[src/rtl/select_encode_seq_pkg.sv]
// Shared types and constants for the register select/encode stage and its field sequencer.
package select_encode_seq_pkg;

    localparam int OPCODE_W     = 5;
    localparam int DEF_REG_SIZE = 32;
    localparam int DEF_NUM_REGS = 16;
    localparam int DEF_CONST_W  = 19;

    localparam int MASK_RB = 0;
    localparam int MASK_RC = 1;
    localparam int MASK_RA = 2;

    typedef enum logic [1:0] {
        IDLE  = 2'd0,
        PH_RB = 2'd1,
        PH_RC = 2'd2,
        PH_RA = 2'd3
    } seq_state_t;

    // First enabled phase strictly after cur, in RB -> RC -> RA order; IDLE when none remain.
    function automatic seq_state_t next_phase(input seq_state_t cur, input logic [2:0] mask);
        seq_state_t nxt;
        nxt = IDLE;
        case (cur)
            IDLE: begin
                if (mask[MASK_RB])      nxt = PH_RB;
                else if (mask[MASK_RC]) nxt = PH_RC;
                else if (mask[MASK_RA]) nxt = PH_RA;
            end
            PH_RB: begin
                if (mask[MASK_RC])      nxt = PH_RC;
                else if (mask[MASK_RA]) nxt = PH_RA;
            end
            PH_RC: begin
                if (mask[MASK_RA])      nxt = PH_RA;
            end
            default: nxt = IDLE;
        endcase
        return nxt;
    endfunction

endpackage

[src/rtl/select_encode_seq_dec_onehot.sv]
// Binary register index to one-hot enable decoder (NUM_REGS must equal 2**RW).
module dec_onehot #(
    parameter int RW       = 4,
    parameter int NUM_REGS = 16
) (
    input  logic [RW-1:0]       sel,
    output logic [NUM_REGS-1:0] onehot
);

    always_comb begin
        onehot      = '0;
        onehot[sel] = 1'b1;
    end

endmodule

[src/rtl/select_encode_seq.sv]
// Registered register select/encode stage with a built-in Rb-read / Rc-read / Ra-write sequencer.
// Optional macro SELECT_ENCODE_ZEXT_EN adds c_zext to choose zero-extension of the immediate.
module select_encode_seq
    import select_encode_seq_pkg::*;
#(
    parameter int REG_SIZE = DEF_REG_SIZE,
    parameter int NUM_REGS = DEF_NUM_REGS,
    parameter int CONST_W  = DEF_CONST_W
) (
    input  logic                clk,
    input  logic                clr,
    input  logic [REG_SIZE-1:0] ir,
    input  logic                ir_ld,
`ifdef SELECT_ENCODE_ZEXT_EN
    input  logic                c_zext,
`endif
    input  logic                gra,
    input  logic                grb,
    input  logic                grc,
    input  logic                r_in,
    input  logic                r_out,
    input  logic                ba_out,
    input  logic                seq_req,
    input  logic [2:0]          seq_mask,
    output logic [NUM_REGS-1:0] gpr_in,
    output logic [NUM_REGS-1:0] gpr_out,
    output logic                r0_zero,
    output logic [REG_SIZE-1:0] c_se,
    output logic                seq_busy,
    output logic                seq_done
);

    localparam int RW    = $clog2(NUM_REGS);
    localparam int RA_HI = REG_SIZE - OPCODE_W - 1;
    localparam int RB_HI = RA_HI - RW;
    localparam int RC_HI = RB_HI - RW;

    seq_state_t          state, state_nxt;
    logic [REG_SIZE-1:0] ir_q, ir_nxt;
    logic [2:0]          mask_q, mask_nxt;
    logic                ba_q, ba_nxt;
    logic                idle, accept;
    logic [RW-1:0]       ra_f, rb_f, rc_f, field;
    logic [NUM_REGS-1:0] field_oh;
    logic [NUM_REGS-1:0] gpr_in_d, gpr_out_d;
    logic                r0_zero_d, busy_d, done_d;

    // Handshake: seq_req is taken on any edge where the FSM is IDLE (no separate ready);
    // the requester sees seq_busy during phases and a one-cycle seq_done at the end.
    assign idle     = (state == IDLE);
    assign accept   = idle && seq_req;
    assign ir_nxt   = (idle && ir_ld) ? ir : ir_q;
    assign mask_nxt = accept ? seq_mask : mask_q;
    assign ba_nxt   = accept ? ba_out : ba_q;

    // Fields come from the next IR so a request alongside ir_ld uses the new word.
    assign ra_f = ir_nxt[RA_HI -: RW];
    assign rb_f = ir_nxt[RB_HI -: RW];
    assign rc_f = ir_nxt[RC_HI -: RW];

    always_ff @(posedge clk or posedge clr) begin
        if (clr) state <= IDLE;
        else     state <= state_nxt;
    end

    always_comb begin
        state_nxt = state;
        if (idle) begin
            if (seq_req) state_nxt = next_phase(IDLE, seq_mask);
        end else begin
            state_nxt = next_phase(state, mask_q);
        end
    end

    always_comb begin
        field = '0;
        case (state_nxt)
            PH_RB:   field = rb_f;
            PH_RC:   field = rc_f;
            PH_RA:   field = ra_f;
            default: begin
                if (gra)      field = ra_f;
                else if (grb) field = rb_f;
                else if (grc) field = rc_f;
            end
        endcase
    end

    dec_onehot #(.RW(RW), .NUM_REGS(NUM_REGS)) u_dec (
        .sel    (field),
        .onehot (field_oh)
    );

    always_comb begin
        gpr_in_d  = '0;
        gpr_out_d = '0;
        r0_zero_d = 1'b0;
        case (state_nxt)
            PH_RB: begin
                if (ba_nxt && (field == '0)) r0_zero_d = 1'b1;
                else                          gpr_out_d = field_oh;
            end
            PH_RC:   gpr_out_d = field_oh;
            PH_RA:   gpr_in_d  = field_oh;
            default: begin
                // Manual strobes act only in a plain IDLE cycle, never on the accept edge.
                if (idle && !seq_req) begin
                    gpr_in_d  = field_oh & {NUM_REGS{r_in}};
                    gpr_out_d = field_oh & {NUM_REGS{r_out | ba_out}};
                    if (ba_out && (field == '0)) begin
                        gpr_out_d[0] = 1'b0;
                        r0_zero_d    = 1'b1;
                    end
                end
            end
        endcase
        busy_d = (state_nxt != IDLE);
        done_d = ((state_nxt != IDLE) && (next_phase(state_nxt, mask_nxt) == IDLE))
               || (accept && (seq_mask == 3'b000));
    end

    always_ff @(posedge clk or posedge clr) begin
        if (clr) begin
            ir_q     <= '0;
            mask_q   <= '0;
            ba_q     <= 1'b0;
            gpr_in   <= '0;
            gpr_out  <= '0;
            r0_zero  <= 1'b0;
            seq_busy <= 1'b0;
            seq_done <= 1'b0;
        end else begin
            ir_q     <= ir_nxt;
            mask_q   <= mask_nxt;
            ba_q     <= ba_nxt;
            gpr_in   <= gpr_in_d;
            gpr_out  <= gpr_out_d;
            r0_zero  <= r0_zero_d;
            seq_busy <= busy_d;
            seq_done <= done_d;
        end
    end

`ifdef SELECT_ENCODE_ZEXT_EN
    logic zext_q;

    always_ff @(posedge clk or posedge clr) begin
        if (clr)               zext_q <= 1'b0;
        else if (idle && ir_ld) zext_q <= c_zext;
    end

    assign c_se = zext_q ? {{(REG_SIZE-CONST_W){1'b0}}, ir_q[CONST_W-1:0]}
                         : {{(REG_SIZE-CONST_W){ir_q[CONST_W-1]}}, ir_q[CONST_W-1:0]};
`else
    assign c_se = {{(REG_SIZE-CONST_W){ir_q[CONST_W-1]}}, ir_q[CONST_W-1:0]};
`endif

endmodule

[config.mk]
export PLATFORM = sky130hd
export DESIGN_NAME = select_encode_seq
export DESIGN_NICKNAME = d
export VERILOG_FILES = /design/src/rtl/select_encode_seq_pkg.sv /design/src/rtl/select_encode_seq_dec_onehot.sv /design/src/rtl/select_encode_seq.sv
export SDC_FILE = /design/constraint.sdc
export NUM_CORES = 1
export LEC_CHECK = 0
export BUFFER_PORTS_ARGS = -buffer_cell sky130_fd_sc_hd__clkbuf_2
export CAP_MARGIN = 25
export CORE_ASPECT_RATIO = 0.8
export CORE_MARGIN = 10
export CORE_UTILIZATION = 54
export CTS_CLUSTER_DIAMETER = 150
export DETAILED_ROUTE_END_ITERATION = 6
export PLACE_DENSITY = 0.85
export SLEW_MARGIN = 20
export SYNTH_ARGS = -nofsm -noshare
export SYNTH_HDL_FRONTEND = slang
export SYNTH_SLANG_ARGS = --single-unit
[constraint.sdc]
create_clock -name clk -period 6.2 [get_ports clk]
set_input_delay 0.62 -clock clk [delete_from_list [all_inputs] [get_ports clk]]
set_output_delay 0.62 -clock clk [all_outputs]
set_load 0.03 [all_outputs]
==> impl_metrics.ini <==
[outcome]
status = complete, no violations

[synth]
synthTopCellsByArea = dfrtp_1 (51%), mux2_2 (8.2%), buf_4 (7.8%), nor3_1 (4.9%), buf_6 (2.1%)
synth_most_common_cell = dfrtp_1
syn_inst = 290
synthesis.nets = 338
yosys-top-cells-count = dfrtp_1 (67), buf_4 (34), nor3_1 (32)
yosys_warnings = 0
synth_top_cell_area_share_pct = 51.0
netlist_area_mm2 = 0.00329
ys_ff_latch = 67
postSynthAreaPerCell_um2 = 11.3
synth_area_leader_cell = dfrtp_1
synth-main-ff-cell = dfrtp_1
yosysSeqAreaShare_pct = 51.0
synth_edf_count = 0
synth_cell_type_count = 46
async_flop_share_pct = 100

[worst_hold_path]
min_path_type = input pin to asynchronous set/reset pin

[finish]
area.growth.synth_to_final_pct = 15.1
fin_nets = 411
drive_above_1_share_pct = 45.1
n_antenna_cell = 0
finalCoreUtilization_pct = 64.0
stdcell_count = 449
multiInputGateArea_mm2 = 0.00121
n_fill_cell = 468
regArea_mm2 = 0.00168

[worst_setup_path]
r2r_cells = 9
cpMaxStageDelayCell = and2_0
max_stage_delay_ns = 0.71
start_kind = flop
critPathKind = flop to flop
critPathTopFamily = simple AND/OR/NAND/NOR gates
cp_data_required_time_ns = 6.43
worstSetupPathDepth = 9
worst_ep_arrival_time_ns = 3.85
r2r_end = gpr_in[9]
path_buf_inv = 2
reg2reg_slack_ns = 2.59
endpoint = gpr_in[9]
regToRegStartpoint = state[1]
critPathMaxFanout = 21
path_cells = inv_1 -> ha_1 -> nor2b_1 -> o211ai_1 -> and2_0 -> inv_2 -> a21o_1 -> o22a_1 -> nor4_1
endpoint_kind = flop
crit_start = state[1]

[timing]
max_clock_freq_mhz = 277
final.setup.tns_ns = 0
rsz0062_at_grt = no
final_max_slew_viol_count = 0
period_share_pct = 58.3
max-slew-margin-rel_pct = 45.6
tightest_slew_ns = 0.815
hold_ws_ns = 0.502
clock_skew_ns = 0.00740
period_needed_ns = 3.61
hold_viol_final = 0
setup_viol = 0

[route]
vias = 2376
drc = 0
firstDrtPassIters = 4
wl_per_cell_um = 16.8
dr.first_iter.drc_count = 94
drt-total-wl_um = 7530
vias_per_cell = 5.29
ant_nets = 0

[placement]
port_buffers = 106
dp_cells = 433
dp_hpwl_um = 5700
gp_congestion = 0.854

[floorplanning]
row_count = 25
core-area_mm2 = 0.00591
dieArea_mm2 = 0.00963
die_x_um = 107
ioPinCount = 112
dieHeight_um = 89.8
start_util_pct = 55.6

[pwr]
p_per_area_mw_per_mm2 = 609
vdd_ir_drop_max_uv = 262
leakage_nw = 1.91

[global_route]
grt_pass1_vias = 2490
grt_max_degree = 68
grt_first_pass_wirelength_um = 12400
grt_usage_pct = 15.8
antenna_found_initial = 0
grt_remaining_overflow = 0

[clocking]
cts-resized-gates = 0
path_clk_slew_ns = 0.07
root_buffer = clkbuf_8
clock_latency_ns = 0.33
cts_buffer_depth = 2
ctsHoldBuffers = 0
post-cts-setup-buffers = 0
tritoncts = yes
cts_num_sinks = 67
cts_buffers = 9
htreeDepth = 3

[run]
drv_cap = 0
-- metal layers --
metal / GRT usage (%) / wire length [µm]
met1: 17.8 / 3040
met2: 25.1 / 3530
met3: 8.99 / 906
met4: 4.39 / 51
met5: 0 / 0
-- sequential cells by signal, indices dropped and copies added (netlist names) --
name      cells
ir_q         27
gpr_in       16
gpr_out      16
mask_q        2
state         2
ba_q          1
r0_zero       1
seq_busy      1
seq_done      1
-- final cells by class --
| type | instances | area share, % |
|---|---|---|
| flip-flops and latches | 67 | 44.3 |
| multi-input cells | 163 | 32.0 |
| repair buffers | 108 | 14.4 |
| clock buffers | 12 | 3.83 |
| well taps | 81 | 2.68 |
| inverters | 14 | 1.45 |
| clock inverters | 4 | 1.32 |
-- worst reg2reg max path, cell delays in order, from the launching register on --
cell and delay [ns]:
dfrtp_1 0.38, inv_1 0.12, ha_1 0.64, nor2b_1 0.16, o211ai_1 0.22, and2_0 0.71
inv_2 0.22, a21o_1 0.23, o22a_1 0.47, nor4_1 0.36
-- power breakdown --
group,internal [mW],switching [mW],total [mW],leakage [nW]
Combinational,0.396,0.897,1.29,0.955
Clock,0.196,0.157,0.353,0.0926
Sequential,0.588,0.0705,0.658,0.864
Total,1.18,1.12,2.30,1.91
-- cell usage in the layout, fill, tap and decap left out, types with 4 or more instances in the layout --
master	n
nor3_2	5
clkbuf_2	106
or2_2	4
nor2_1	9
inv_1	11
o21ai_0	9
nor2b_1	5
and3_1	7
clkbuf_8	10
o22a_1	4
mux2_2	24
a211oi_1	4
a21boi_0	5
dfrtp_1	67
nor3_1	32
o211ai_1	8
-- stage by stage --
stage / area [µm²] / worst slack, ns / total power [mW]
floorplan: 3290 / 3.77 / 1.85
global placement: 3580 / 2.47 / 1.92
detailed placement: 3590 / 2.66 / 1.96
CTS: 3790 / 2.64 / 2.32
global route: 3790 / 2.29 / 2.46
finish: 3790 / 2.59 / 2.30
-- logic make-up (layout without fill, tap and decap cells) --
family / after synthesis / in the layout / synth area share [%]
muxes: 29 / 29 / 10.5
adders and majority gates: 3 / 3 / 1.14
and+or+nand+nor: 79 / 79 / 13.5
DFF: 67 / 67 / 51.0
buffers and inverters: 60 / 138 / 12.3
AOI/OAI and AO/OA: 52 / 52 / 11.5
-- how the worst min path moves through the flow --
stage	to	slack [ns]	depth (start not counted)
after global routing	ir_q[3]	0.50	2
after global placement	ir_q[6]	0.49	1
final	ir_q[11]	0.50	3
after floorplan	ir_q[24]	0.46	2
after detailed placement	ir_q[9]	0.50	1
after CTS	ir_q[5]	0.50	2
Power figures use the tool's default switching activity.
